`src/rtl/serial_mod_div_pkg.sv`:
```
// Shared types and helpers for the bit-serial constant-divisor engine.
package serial_mod_div_pkg;

    typedef enum logic [1:0] {
        IDLE  = 2'd0,
        SHIFT = 2'd1,
        DONE  = 2'd2
    } state_t;

    // Smallest width that can hold every remainder 0 .. divisor-1.
    function automatic int calc_rem_w(input int divisor);
        int w;
        w = 0;
        for (int i = 0; i < 31; i++) begin
            if ((64'd1 << i) < 64'(divisor)) begin
                w = i + 1;
            end
        end
        return w;
    endfunction

endpackage

```
`src/rtl/serial_mod_div_step.sv`:
```
// One remainder-FSM step: folds bit b into remainder r for a constant divisor.
module mod_step
    import serial_mod_div_pkg::*;
#(
    parameter int DIVISOR = 3,
    parameter int REM_W   = calc_rem_w(DIVISOR)
) (
    input  logic [REM_W-1:0] i_r,
    input  logic             i_b,
    output logic [REM_W-1:0] o_r_next,
    output logic             o_q
);

    localparam logic [REM_W:0] DIV_T = (REM_W+1)'(DIVISOR);

    // 2r+1 <= 2*DIVISOR-1 always fits in REM_W+1 bits, so one subtract suffices.
    logic [REM_W:0] w_t;
    assign w_t = {i_r, i_b};

    // Conditional subtract producing the next remainder and quotient bit.
    always_comb begin
        o_r_next = w_t[REM_W-1:0];
        o_q      = 1'b0;
        if (w_t >= DIV_T) begin
            o_r_next = REM_W'(w_t - DIV_T);
            o_q      = 1'b1;
        end else begin
            o_r_next = w_t[REM_W-1:0];
            o_q      = 1'b0;
        end
    end

endmodule

```
`src/rtl/serial_mod_div.sv`:
```
// Bit-serial MSB-first divide/modulo by a constant, valid/ready on both sides.
// Optional quotient-bit stream enabled by defining SERIAL_MOD_DIV_STREAM_EN.
module serial_mod_div
    import serial_mod_div_pkg::*;
#(
    parameter int WIDTH   = 8,
    parameter int DIVISOR = 3,
    parameter int REM_W   = calc_rem_w(DIVISOR)
) (
    input  logic             clk,
    input  logic             rst_n,
    input  logic             in_valid,
    output logic             in_ready,
    input  logic [WIDTH-1:0] in_data,
    output logic             out_valid,
    input  logic             out_ready,
    output logic [WIDTH-1:0] quo,
    output logic [REM_W-1:0] rem,
    output logic             divisible
`ifdef SERIAL_MOD_DIV_STREAM_EN
   ,output logic             q_bit,
    output logic             q_bit_valid
`endif
);

    localparam int CNT_W = $clog2(WIDTH);

    state_t             r_state;
    logic [WIDTH-1:0]   r_shift;
    logic [WIDTH-1:0]   r_quo;
    logic [REM_W-1:0]   r_rem;
    logic [CNT_W-1:0]   r_cnt;
    logic               r_out_valid;
    logic               r_divisible;
    logic [REM_W-1:0]   w_r_next;
    logic               w_q;
    logic               w_accept;

    assign in_ready  = (r_state == IDLE) || ((r_state == DONE) && out_ready);
    assign w_accept  = in_valid && in_ready;
    assign out_valid = r_out_valid;
    assign quo       = r_quo;
    assign rem       = r_rem;
    assign divisible = r_divisible;

    mod_step #(
        .DIVISOR (DIVISOR),
        .REM_W   (REM_W)
    ) u_step (
        .i_r      (r_rem),
        .i_b      (r_shift[WIDTH-1]),
        .o_r_next (w_r_next),
        .o_q      (w_q)
    );

    // Control FSM and datapath registers; DONE may reload directly for back-to-back words.
    always_ff @(posedge clk or negedge rst_n) begin
        if (!rst_n) begin
            r_state     <= IDLE;
            r_shift     <= {WIDTH{1'b0}};
            r_quo       <= {WIDTH{1'b0}};
            r_rem       <= {REM_W{1'b0}};
            r_cnt       <= {CNT_W{1'b0}};
            r_out_valid <= 1'b0;
            r_divisible <= 1'b0;
        end else begin
            case (r_state)
                IDLE: begin
                    if (w_accept) begin
                        r_shift     <= in_data;
                        r_rem       <= {REM_W{1'b0}};
                        r_cnt       <= CNT_W'(WIDTH - 1);
                        r_divisible <= 1'b0;
                        r_state     <= SHIFT;
                    end else begin
                        r_state     <= IDLE;
                    end
                end
                SHIFT: begin
                    r_shift <= {r_shift[WIDTH-2:0], 1'b0};
                    r_rem   <= w_r_next;
                    r_quo   <= {r_quo[WIDTH-2:0], w_q};
                    r_cnt   <= r_cnt - CNT_W'(1);
                    if (r_cnt == {CNT_W{1'b0}}) begin
                        r_state     <= DONE;
                        r_out_valid <= 1'b1;
                        r_divisible <= (w_r_next == {REM_W{1'b0}});
                    end else begin
                        r_state     <= SHIFT;
                    end
                end
                DONE: begin
                    if (out_ready) begin
                        r_out_valid <= 1'b0;
                        if (in_valid) begin
                            r_shift     <= in_data;
                            r_rem       <= {REM_W{1'b0}};
                            r_cnt       <= CNT_W'(WIDTH - 1);
                            r_divisible <= 1'b0;
                            r_state     <= SHIFT;
                        end else begin
                            r_state     <= IDLE;
                        end
                    end else begin
                        r_state <= DONE;
                    end
                end
                default: begin
                    r_state     <= IDLE;
                    r_out_valid <= 1'b0;
                end
            endcase
        end
    end

`ifdef SERIAL_MOD_DIV_STREAM_EN
    logic r_q_bit;
    logic r_q_bit_valid;

    assign q_bit       = r_q_bit;
    assign q_bit_valid = r_q_bit_valid;

    // Registered copy of each SHIFT cycle's quotient bit, MSB first.
    always_ff @(posedge clk or negedge rst_n) begin
        if (!rst_n) begin
            r_q_bit       <= 1'b0;
            r_q_bit_valid <= 1'b0;
        end else if (r_state == SHIFT) begin
            r_q_bit       <= w_q;
            r_q_bit_valid <= 1'b1;
        end else begin
            r_q_bit_valid <= 1'b0;
        end
    end
`endif

endmodule

```
`config.mk`:
```
export PLATFORM = sky130hd
export DESIGN_NAME = serial_mod_div
export DESIGN_NICKNAME = d
export VERILOG_FILES = /design/src/rtl/serial_mod_div_pkg.sv /design/src/rtl/serial_mod_div_step.sv /design/src/rtl/serial_mod_div.sv
export SDC_FILE = /design/constraint.sdc
export NUM_CORES = 1
export LEC_CHECK = 0
export BUFFER_PORTS_ARGS = -buffer_cell sky130_fd_sc_hd__buf_2
export CORE_UTILIZATION = 52
export CTS_CLUSTER_SIZE = 12
export DETAILED_ROUTE_END_ITERATION = 7
export PLACE_DENSITY = 0.83
export SLEW_MARGIN = 25
export SYNTH_ARGS = -nofsm -noshare
export SYNTH_HDL_FRONTEND = slang
export SYNTH_SLANG_ARGS = --single-unit
```
`constraint.sdc`:
```
create_clock -name clk -period 2.2 [get_ports clk]
set_clock_uncertainty 0.15 [all_clocks]
set_input_delay 0.44 -clock clk [delete_from_list [all_inputs] [get_ports clk]]
set_output_delay 0.44 -clock clk [all_outputs]
set_load 0.05 [all_outputs]
```
==> out/results.tsv, run 1 <==
stage	metric	value	unit
layout	area of the multi-input gates	500.5	um2
drt	Remaining DRCs	0	
yosys	fraction of registers with async set/reset	100.0	%
clock_network	worst skew pair latency	0.31	ns
sta	final hold vios	0	
critical_path	largest stage delay on the critical path	0.47	ns
clock_network	root buf cell	clkbuf_4	
yosys	cells after synthesis	113	
yosys	count leader, synth	nand2_1	
drt	via count	900	
critical_path	Critical Path, Cell by Cell	and2b_1, nor2_1, buf_2	
yosys	synth top area cells	dfrtp_1, nand2_1, a221o_1	
floorplan	Row Count	16	
floorplan	die area	0.002418	mm2
critical_path	Critical Path Start	r_state[1]$_DFF_PN0_	
sta	slew margin rel.	64.07	%
clock_network	clock net sink count	25	
floorplan	DIE WIDTH	49.18	um
drt	Iter 0 DRT Violations	16	
yosys	syn_nets	128	
yosys	Synth top cells by count	nand2_1, dfrtp_1, a221o_1, and2_1, nor2_1	
sta	fin. max-slew vios	0	
clock_network	PostCTS Resize Cnt	0	
status	status	completed	
global_routing	number of antenna violations at the first check in global routing	0	
power	Overall Power	2.187	mW
yosys	mean post-synth cell area	10.24	um2
sta	endpoints failing setup	0	
yosys	area leader, netlist	dfrtp_1	
global_routing	pin count of the biggest net entering global routing	26	
power	Leak Pwr	0.6804	nW
layout	# diodes	0	
global_routing	total congestion overflow	0	
critical_path	WS Path Type	reg -> out	
min_path	hold_sp	in_data[0]	
critical_path	reg2reg setup slack	0.49	ns
global_routing	global-route wire length before repair	3657	um
sta	fin crit share	86.86	%
clock_network	TritonCTS clock tree	built	
layout	nets	156	
drt	Vias per Instance	5.389	
drt	Avg WL per Cell	12.41	um
yosys	Synth top area share	54.05	%
place	GP Congestion	0.7225	
drt	ANT nets after route	0	
power	VDD IR max	1089	uV
place	PortBufs	24	
drt	first drt pass iteration count	4	
yosys	Post-synth EDFFs	0	
critical_path	r2r worst-path depth	4	
critical_path	slowest CP cell	dfrtp_1	
yosys	top_reg_cell synth	dfrtp_1	
power	power density over the cells	1641	mW/mm2
yosys	Distinct cells, synth	30	
critical_path	Req. time, crit path	1.61	ns
clock_network	Num CTS Buffers	3	
floorplan	Initial Util	57.24	%
global_routing	vias in the first global route	831	
min_path	Hold Path Depth	3	
flow_run	Max Cap Viol	0	
layout	layout cell share with drive strength beyond 1	23.57	%
floorplan	CORE AREA	0.002022	mm2
yosys	sequential share of the synthesized area	54.05	%
layout	fillcell total	166	
critical_path	worst-path fanout max	5	
floorplan	I/O pins	25	
layout	sequential cell area	625.6	um2
clock_network	Clock Tree Buf Depth	2	
sta	Final Critical Period	1.911	ns
min_path	Hold Path Class	in -> reg	
clock_network	H-tree lvl count	1	
critical_path	WP data arrival	1.32	ns
sta	total negative slack	0	ns
critical_path	worst r2r src	r_shift[7]$_DFFE_PN0P_	
critical_path	crit path capture type	output pin	
floorplan	chip height	49.18	um
yosys	Yosys Warn Count	0	
min_path	Worst Hold End	r_shift[0]$_DFFE_PN0P_	
layout	Area Overhead vs Synth	15.14	%
global_routing	Global Route Usage Sum	19.41	%
critical_path	critical path startpoint category	flop	
place	post-detail-place hpwl	1492	um
sta	RSZ-0062 raised after global routing	no	
critical_path	Crit Reg-Reg Endpoint	divisible$_DFFE_PN0P_	
sta	Max Fclk	0.5233	GHz
clock_network	Clock transition at path regs	0.13	ns
drt	final WL	2073	um
yosys	Seq cells post-synth	25	
yosys	post-synthesis cell area	0.001157	mm2
sta	Least-Margin Pin Slew	0.5389	ns
kinds of logic after synthesis:
| group | share of synthesized area [%] |
|---|---|
| adder cells (fa/ha/maj) | 3.244 |
| flip-flops | 54.05 |
| AO/OA/AOI/OAI | 13.84 |
| multiplexers | 2.703 |
| buffers and inverters | 2.703 |
| AND/OR/NAND/NOR | 23.46 |
state kept, by name, indices dropped and copies added, names as in the netlist:
signal,count
divisible,1
r_cnt,3
out_valid,1
quo,8
r_state,2
rem,2
r_shift,8
per-layer routing:
metal	wire length [um]	GRT usage, %	vias up
li1	-	-	447
met1	989	27.27	427
met2	980	32.42	24
met3	88	1.869	2
met4	14	4.412	0
met5	0	0	-
metrics by stage:
stage / util [%] / instances / setup slack, ns / area [um2] / hold slack [ns]
2_1_floorplan: - / 113 / 0.3314 / 1157 / -0.005591
3_3_place_gp: 64.05 / 162 / 0.5481 / 1295 / 0.3018
3_5_place_dp: 64.05 / 162 / 0.5069 / 1295 / 0.3000
4_1_cts: 65.90 / 167 / 0.2777 / 1333 / 0.1990
5_1_grt: 65.90 / 167 / 0.2104 / 1333 / 0.2022
6_report: 65.90 / 167 / 0.2892 / 1333 / 0.1999
what timing repair did:
item	4_1_cts	5_1_grt
setup endpoints to repair	0	0
hold buffers	1	0
buffers inserted	0	0
endpoints found under the hold margin	25	0
layout make-up:
cell class / instances / share of cell area [%]
clock buffers: 3 / 1.690
clock inverters: 1 / 0.3756
flip-flops and latches: 25 / 46.95
inverters: 2 / 0.5634
well taps: 27 / 2.535
repair buffers: 26 / 10.33
multi-input cells: 83 / 37.56
worst max path at each step:
stage / slack, ns / cells after the start / end
6_report: 0.29 / 3 / in_ready
2_1_floorplan: 0.33 / 2 / in_ready
3_3_place_gp: 0.55 / 4 / in_ready
5_1_grt: 0.21 / 3 / in_ready
3_5_place_dp: 0.51 / 4 / divisible$_DFFE_PN0P_
4_1_cts: 0.28 / 3 / in_ready
critical path, delay by kind of cell (launching register included):
kind / cells / cell delay (ns)
buffers and inverters: 1 / 0.26
AND/OR/NAND/NOR: 2 / 0.30
flip-flops: 1 / 0.47
power breakdown:
part / switching [mW] / internal (mW) / total, mW
Sequential: 0.153 / 0.660 / 0.813
Clock: 0.128 / 0.0677 / 0.196
Combinational: 0.778 / 0.400 / 1.18
Total: 1.06 / 1.13 / 2.19
cell usage in the layout, fill, tap and decap left out, types with 3 or more instances in the layout:
| cell type | n |
|---|---|
| clkbuf_4 | 3 |
| a221o_1 | 6 |
| dfrtp_1 | 25 |
| ha_1 | 3 |
| and2_1 | 6 |
| nand2b_1 | 4 |
| nand2_1 | 29 |
| buf_2 | 24 |
| nor2_1 | 6 |
| o21ai_0 | 5 |
(Power assumes the default switching activity.)
==> run 2, diff against run 1 <==
Settings changed: REMOVE_ABC_BUFFERS set to 1.
==> out/results.tsv, run 2 (synthesized netlist as in run 1, its figures left out) <==
stage	metric	value	unit
drt	Vias per Instance	5.437	
sta	Least-Margin Pin Slew	0.5463	ns
drt	final WL	2277	um
clock_network	worst skew pair latency	0.32	ns
floorplan	CORE AREA	0.002022	mm2
power	Clk pwr share	9.1	%
power	Gate power share	54.2	%
power	Overall Power	2.219	mW
power	VDD IR max	911.7	uV
critical_path	Critical Path, Cell by Cell	and2b_1, nor2_1, buf_2	
critical_path	Critical Path End	in_ready	
floorplan	die area	0.002418	mm2
min_path	Hold Path Class	in -> reg	
global_routing	global-route wire length before repair	4105	um
critical_path	worst-path fanout max	5	
power	sequential share of power	36.7	%
clock_network	clock net sink count	25	
critical_path	largest stage delay on the critical path	0.46	ns
sta	Final Critical Period	1.952	ns
drt	ANT nets after route	0	
critical_path	largest delay contributor family on the critical path	flip-flops	
drt	Remaining DRCs	0	
floorplan	chip height	49.18	um
place	PortBufs	24	
layout	layout cell share with drive strength beyond 1	23.57	%
critical_path	r2r worst-path depth	4	
power	net switching power	1.092	mW
place	post-detail-place hpwl	1667	um
power	internal power	1.127	mW
layout	Area Overhead vs Synth	15.14	%
clock_network	H-tree lvl count	1	
power	Leak Pwr	0.6804	nW
global_routing	total congestion overflow	0	
critical_path	crit path capture type	output pin	
drt	Iter 0 DRT Violations	15	
critical_path	Crit Reg-Reg Endpoint	divisible$_DFFE_PN0P_	
power	power density over the cells	1665	mW/mm2
critical_path	WS Path Type	reg -> out	
critical_path	WP data arrival	1.36	ns
critical_path	critical path startpoint category	flop	
critical_path	worst r2r src	rem[0]$_DFFE_PN0P_	
critical_path	slowest CP cell	dfrtp_1	
sta	total negative slack	0	ns
drt	via count	908	
place	GP Congestion	0.8099	
floorplan	I/O pins	25	
sta	slew margin rel.	63.58	%
clock_network	Clock transition at path regs	0.13	ns
critical_path	Critical Path Start	r_state[1]$_DFF_PN0_	
critical_path	number of stages on the worst setup path	3	
power	switch share	49.20	%
clock_network	Num CTS Buffers	3	
drt	first drt pass iteration count	4	
flow_run	Max Cap Viol	0	
clock_network	TritonCTS clock tree	built	
drt	Avg WL per Cell	13.63	um
layout	most frequent cells in the layout	nand2_1, dfrtp_1, buf_2	
critical_path	Bufs and invs on worst path	1	
floorplan	Initial Util	57.24	%
sta	endpoints failing setup	0	
layout	most common cell after layout, fill and taps aside	nand2_1	
sta	fin. max-slew vios	0	
layout	nets	156	
floorplan	Row Count	16	
layout	# diodes	0	
global_routing	number of antenna violations at the first check in global routing	0	
clock_network	root buf cell	clkbuf_4	
global_routing	pin count of the biggest net entering global routing	26	
status	status	completed	
global_routing	Global Route Usage Sum	22.10	%
global_routing	vias in the first global route	923	
critical_path	reg2reg setup slack	0.39	ns
sta	final hold vios	0	
clock_network	Clock Tree Buf Depth	2	
sta	RSZ-0062 raised after global routing	no	
floorplan	DIE WIDTH	49.18	um
critical_path	Req. time, crit path	1.61	ns
sta	fin crit share	88.75	%
sta	Max Fclk	0.5122	GHz
-- run 2: cell counts in the layout (fill, tap and decap cells not counted) --
No cell type changed its count.
-- run 2: worst min-delay path by stage --
| stage | start | end | slack, ns | cells past startpoint |
|---|---|---|---|---|
| floorplan | rst_n | divisible$_DFFE_PN0P_ | -0.006 | 0 |
| global placement | rst_n | quo[5]$_DFFE_PN0P_ | 0.30 | 1 |
| detailed placement | rst_n | quo[5]$_DFFE_PN0P_ | 0.31 | 1 |
| CTS | in_data[6] | r_shift[6]$_DFFE_PN0P_ | 0.19 | 2 |
| global route | in_data[6] | r_shift[6]$_DFFE_PN0P_ | 0.19 | 2 |
| finish | in_data[6] | r_shift[6]$_DFFE_PN0P_ | 0.19 | 2 |
-- run 2: area by class of cell --
cell class,instances,area (um2)
tap,27,33.78
timing repair buffer,26,137.6
sequential,25,625.6
multi-input combinational,83,500.5
fill,161,689.4
clock inverter,1,5.005
clock buffer,3,22.52
inverter,2,7.507
-- run 2: routing by layer --
metal | wire length, um | track usage, %
met2 | 1175 | 39.04
met1 | 1019 | 28.10
met4 | 28 | 7.843
met5 | 0 | 0
met3 | 54 | 1.869
-- run 2: repair_timing --
action | CTS | global route
hold buffers | 1 | 0
resized for setup | 0 | 0
buffers inserted | 0 | 0
endpoints found under the hold margin | 25 | 0
-- run 2: per-stage QoR --
stage / hold WS (ns) / instances / setup WS (ns) / instance area (um2) / utilization [%]
3_5_place_dp: 0.3082 / 162 / 0.4713 / 1295 / 64.05
5_1_grt: 0.1928 / 167 / 0.1556 / 1333 / 65.90
6_report: 0.1939 / 167 / 0.2476 / 1333 / 65.90
4_1_cts: 0.1932 / 167 / 0.2491 / 1333 / 65.90
2_1_floorplan: -0.005591 / 110 / 0.3314 / 1134 / -
3_3_place_gp: 0.3002 / 162 / 0.5499 / 1295 / 64.05
-- run 2: power groups by stage --
stage	combinational [mW]	clock [mW]	sequential (mW)
4_1_cts	1.21	0.207	0.811
6_report	1.20	0.202	0.813
3_5_place_dp	1.20	0	0.824
2_1_floorplan	0.595	0	1.12
5_1_grt	1.31	0.226	0.844
3_3_place_gp	1.15	0	0.804
==> run 3, diff against run 2 <==
Clock period 2.2 ns to 1.85 ns, I/O delays scaled along.
==> out/results.tsv, run 3 (synthesized netlist as in run 1, its figures left out) <==
stage	metric	value	unit
drt	Avg WL per Cell	13.04	um
sta	fin. max-slew vios	0	
place	post-detail-place hpwl	1557	um
clock_network	Clock Tree Buf Depth	2	
global_routing	Global Route Usage Sum	20.67	%
critical_path	crit path capture type	output pin	
floorplan	I/O pins	25	
layout	nets	157	
drt	via count	911	
global_routing	pin count of the biggest net entering global routing	26	
sta	total negative slack	0	ns
sta	Max Fclk	0.5581	GHz
critical_path	critical path startpoint category	flop	
sta	final hold vios	0	
clock_network	clock net sink count	25	
floorplan	DIE WIDTH	49.18	um
global_routing	number of antenna violations at the first check in global routing	0	
floorplan	CORE AREA	0.002022	mm2
min_path	Hold Path Class	in -> reg	
drt	Remaining DRCs	0	
floorplan	die area	0.002418	mm2
sta	slew margin rel.	64.14	%
place	GP Congestion	0.8251	
critical_path	worst-path fanout max	3	
sta	Least-Margin Pin Slew	0.5379	ns
critical_path	Req. time, crit path	1.33	ns
floorplan	chip height	49.18	um
clock_network	TritonCTS clock tree	built	
power	VDD IR max	1254	uV
clock_network	Num CTS Buffers	3	
sta	Setup WS post-layout	0.05813	ns
global_routing	vias in the first global route	908	
place	DP Worst Slack	0.08426	ns
floorplan	Initial Util	57.24	%
clock_network	H-tree lvl count	1	
sta	fin crit share	96.86	%
place	PortBufs	24	
sta	endpoints failing setup	0	
critical_path	WP data arrival	1.27	ns
clock_network	root buf cell	clkbuf_4	
layout	final core utilization	67.02	%
layout	most frequent cells in the layout	nand2_1, dfrtp_1, buf_2	
power	Leak Pwr	0.6873	nW
place	DP Cell Count	162	
layout	Final Instance Area	0.001355	mm2
sta	Hold WS	0.1240	ns
global_routing	global-route wire length before repair	3864	um
clock_network	worst skew pair latency	0.32	ns
drt	ANT nets after route	0	
floorplan	Row Count	16	
power	Overall Power	2.653	mW
status	status	completed	
layout	layout cell share with drive strength beyond 1	26.24	%
sta	RSZ-0062 raised after global routing	yes	
flow_run	Max Cap Viol	0	
sta	Final Critical Period	1.792	ns
layout	# diodes	0	
drt	Iter 0 DRT Violations	9	
global_routing	total congestion overflow	0	
drt	Vias per Instance	5.423	
layout	Area Overhead vs Synth	17.08	%
place	placed cell area	0.001295	mm2
layout	most common cell after layout, fill and taps aside	nand2_1	
drt	first drt pass iteration count	4	
layout	final non-filler cell total	168	
drt	final WL	2190	um
clock_network	Clock transition at path regs	0.14	ns
power	power density over the cells	1958	mW/mm2
critical_path	WS Path Type	reg -> out	
run 3: worst paths after layout:
| check | start | to | slack (ns) | cells past startpoint |
|---|---|---|---|---|
| max reg2reg | rem[0]$_DFFE_PN0P_ | rem[0]$_DFFE_PN0P_ | 0.12 | 4 |
| min reg2reg | quo[7]$_DFFE_PN0P_ | quo[7]$_DFFE_PN0P_ | 0.34 | 2 |
| min in group asynchronous | rst_n | r_shift[2]$_DFFE_PN0P_ | 0.40 | 2 |
| min | in_data[2] | r_shift[2]$_DFFE_PN0P_ | 0.12 | 2 |
| max | r_state[1]$_DFF_PN0_ | in_ready | 0.06 | 3 |
| max in group asynchronous | rst_n | r_state[1]$_DFF_PN0_ | 0.77 | 2 |
run 3: area by class of cell:
cell class | count | area, um2
clock inverter | 1 | 5.005
sequential | 25 | 626.9
tap | 27 | 33.78
inverter | 2 | 7.507
fill | 177 | 666.9
timing repair buffer | 27 | 151.4
clock buffer | 3 | 22.52
multi-input combinational | 83 | 508.0
run 3: worst max-delay path, cell delays in order (launching register included):
cell     delay [ns]
dfrtp_2        0.46
and2b_1        0.20
nor2_2         0.12
buf_6          0.17
run 3: what timing repair did:
item,4_1_cts,5_1_grt
hold endpoints to repair,25,0
gates resized for setup,1,4
pin swaps,0,0
hold buffers,1,0
buffers inserted,0,1
setup endpoints to repair,1,2
run 3: where the power goes:
group,internal [mW],total [mW],switching (mW)
combinational,0.497,1.44,0.944
clock,0.0810,0.246,0.165
sequential,0.785,0.966,0.181
run 3: routing by layer:
layer | vias up | GRT usage, % | share of wire [%]
li1 | 444 | - | -
met4 | 0 | 7.353 | 1.8
met5 | - | 0 | 0
met2 | 21 | 35.39 | 50
met3 | 6 | 2.804 | 2.6
met1 | 440 | 26.60 | 45
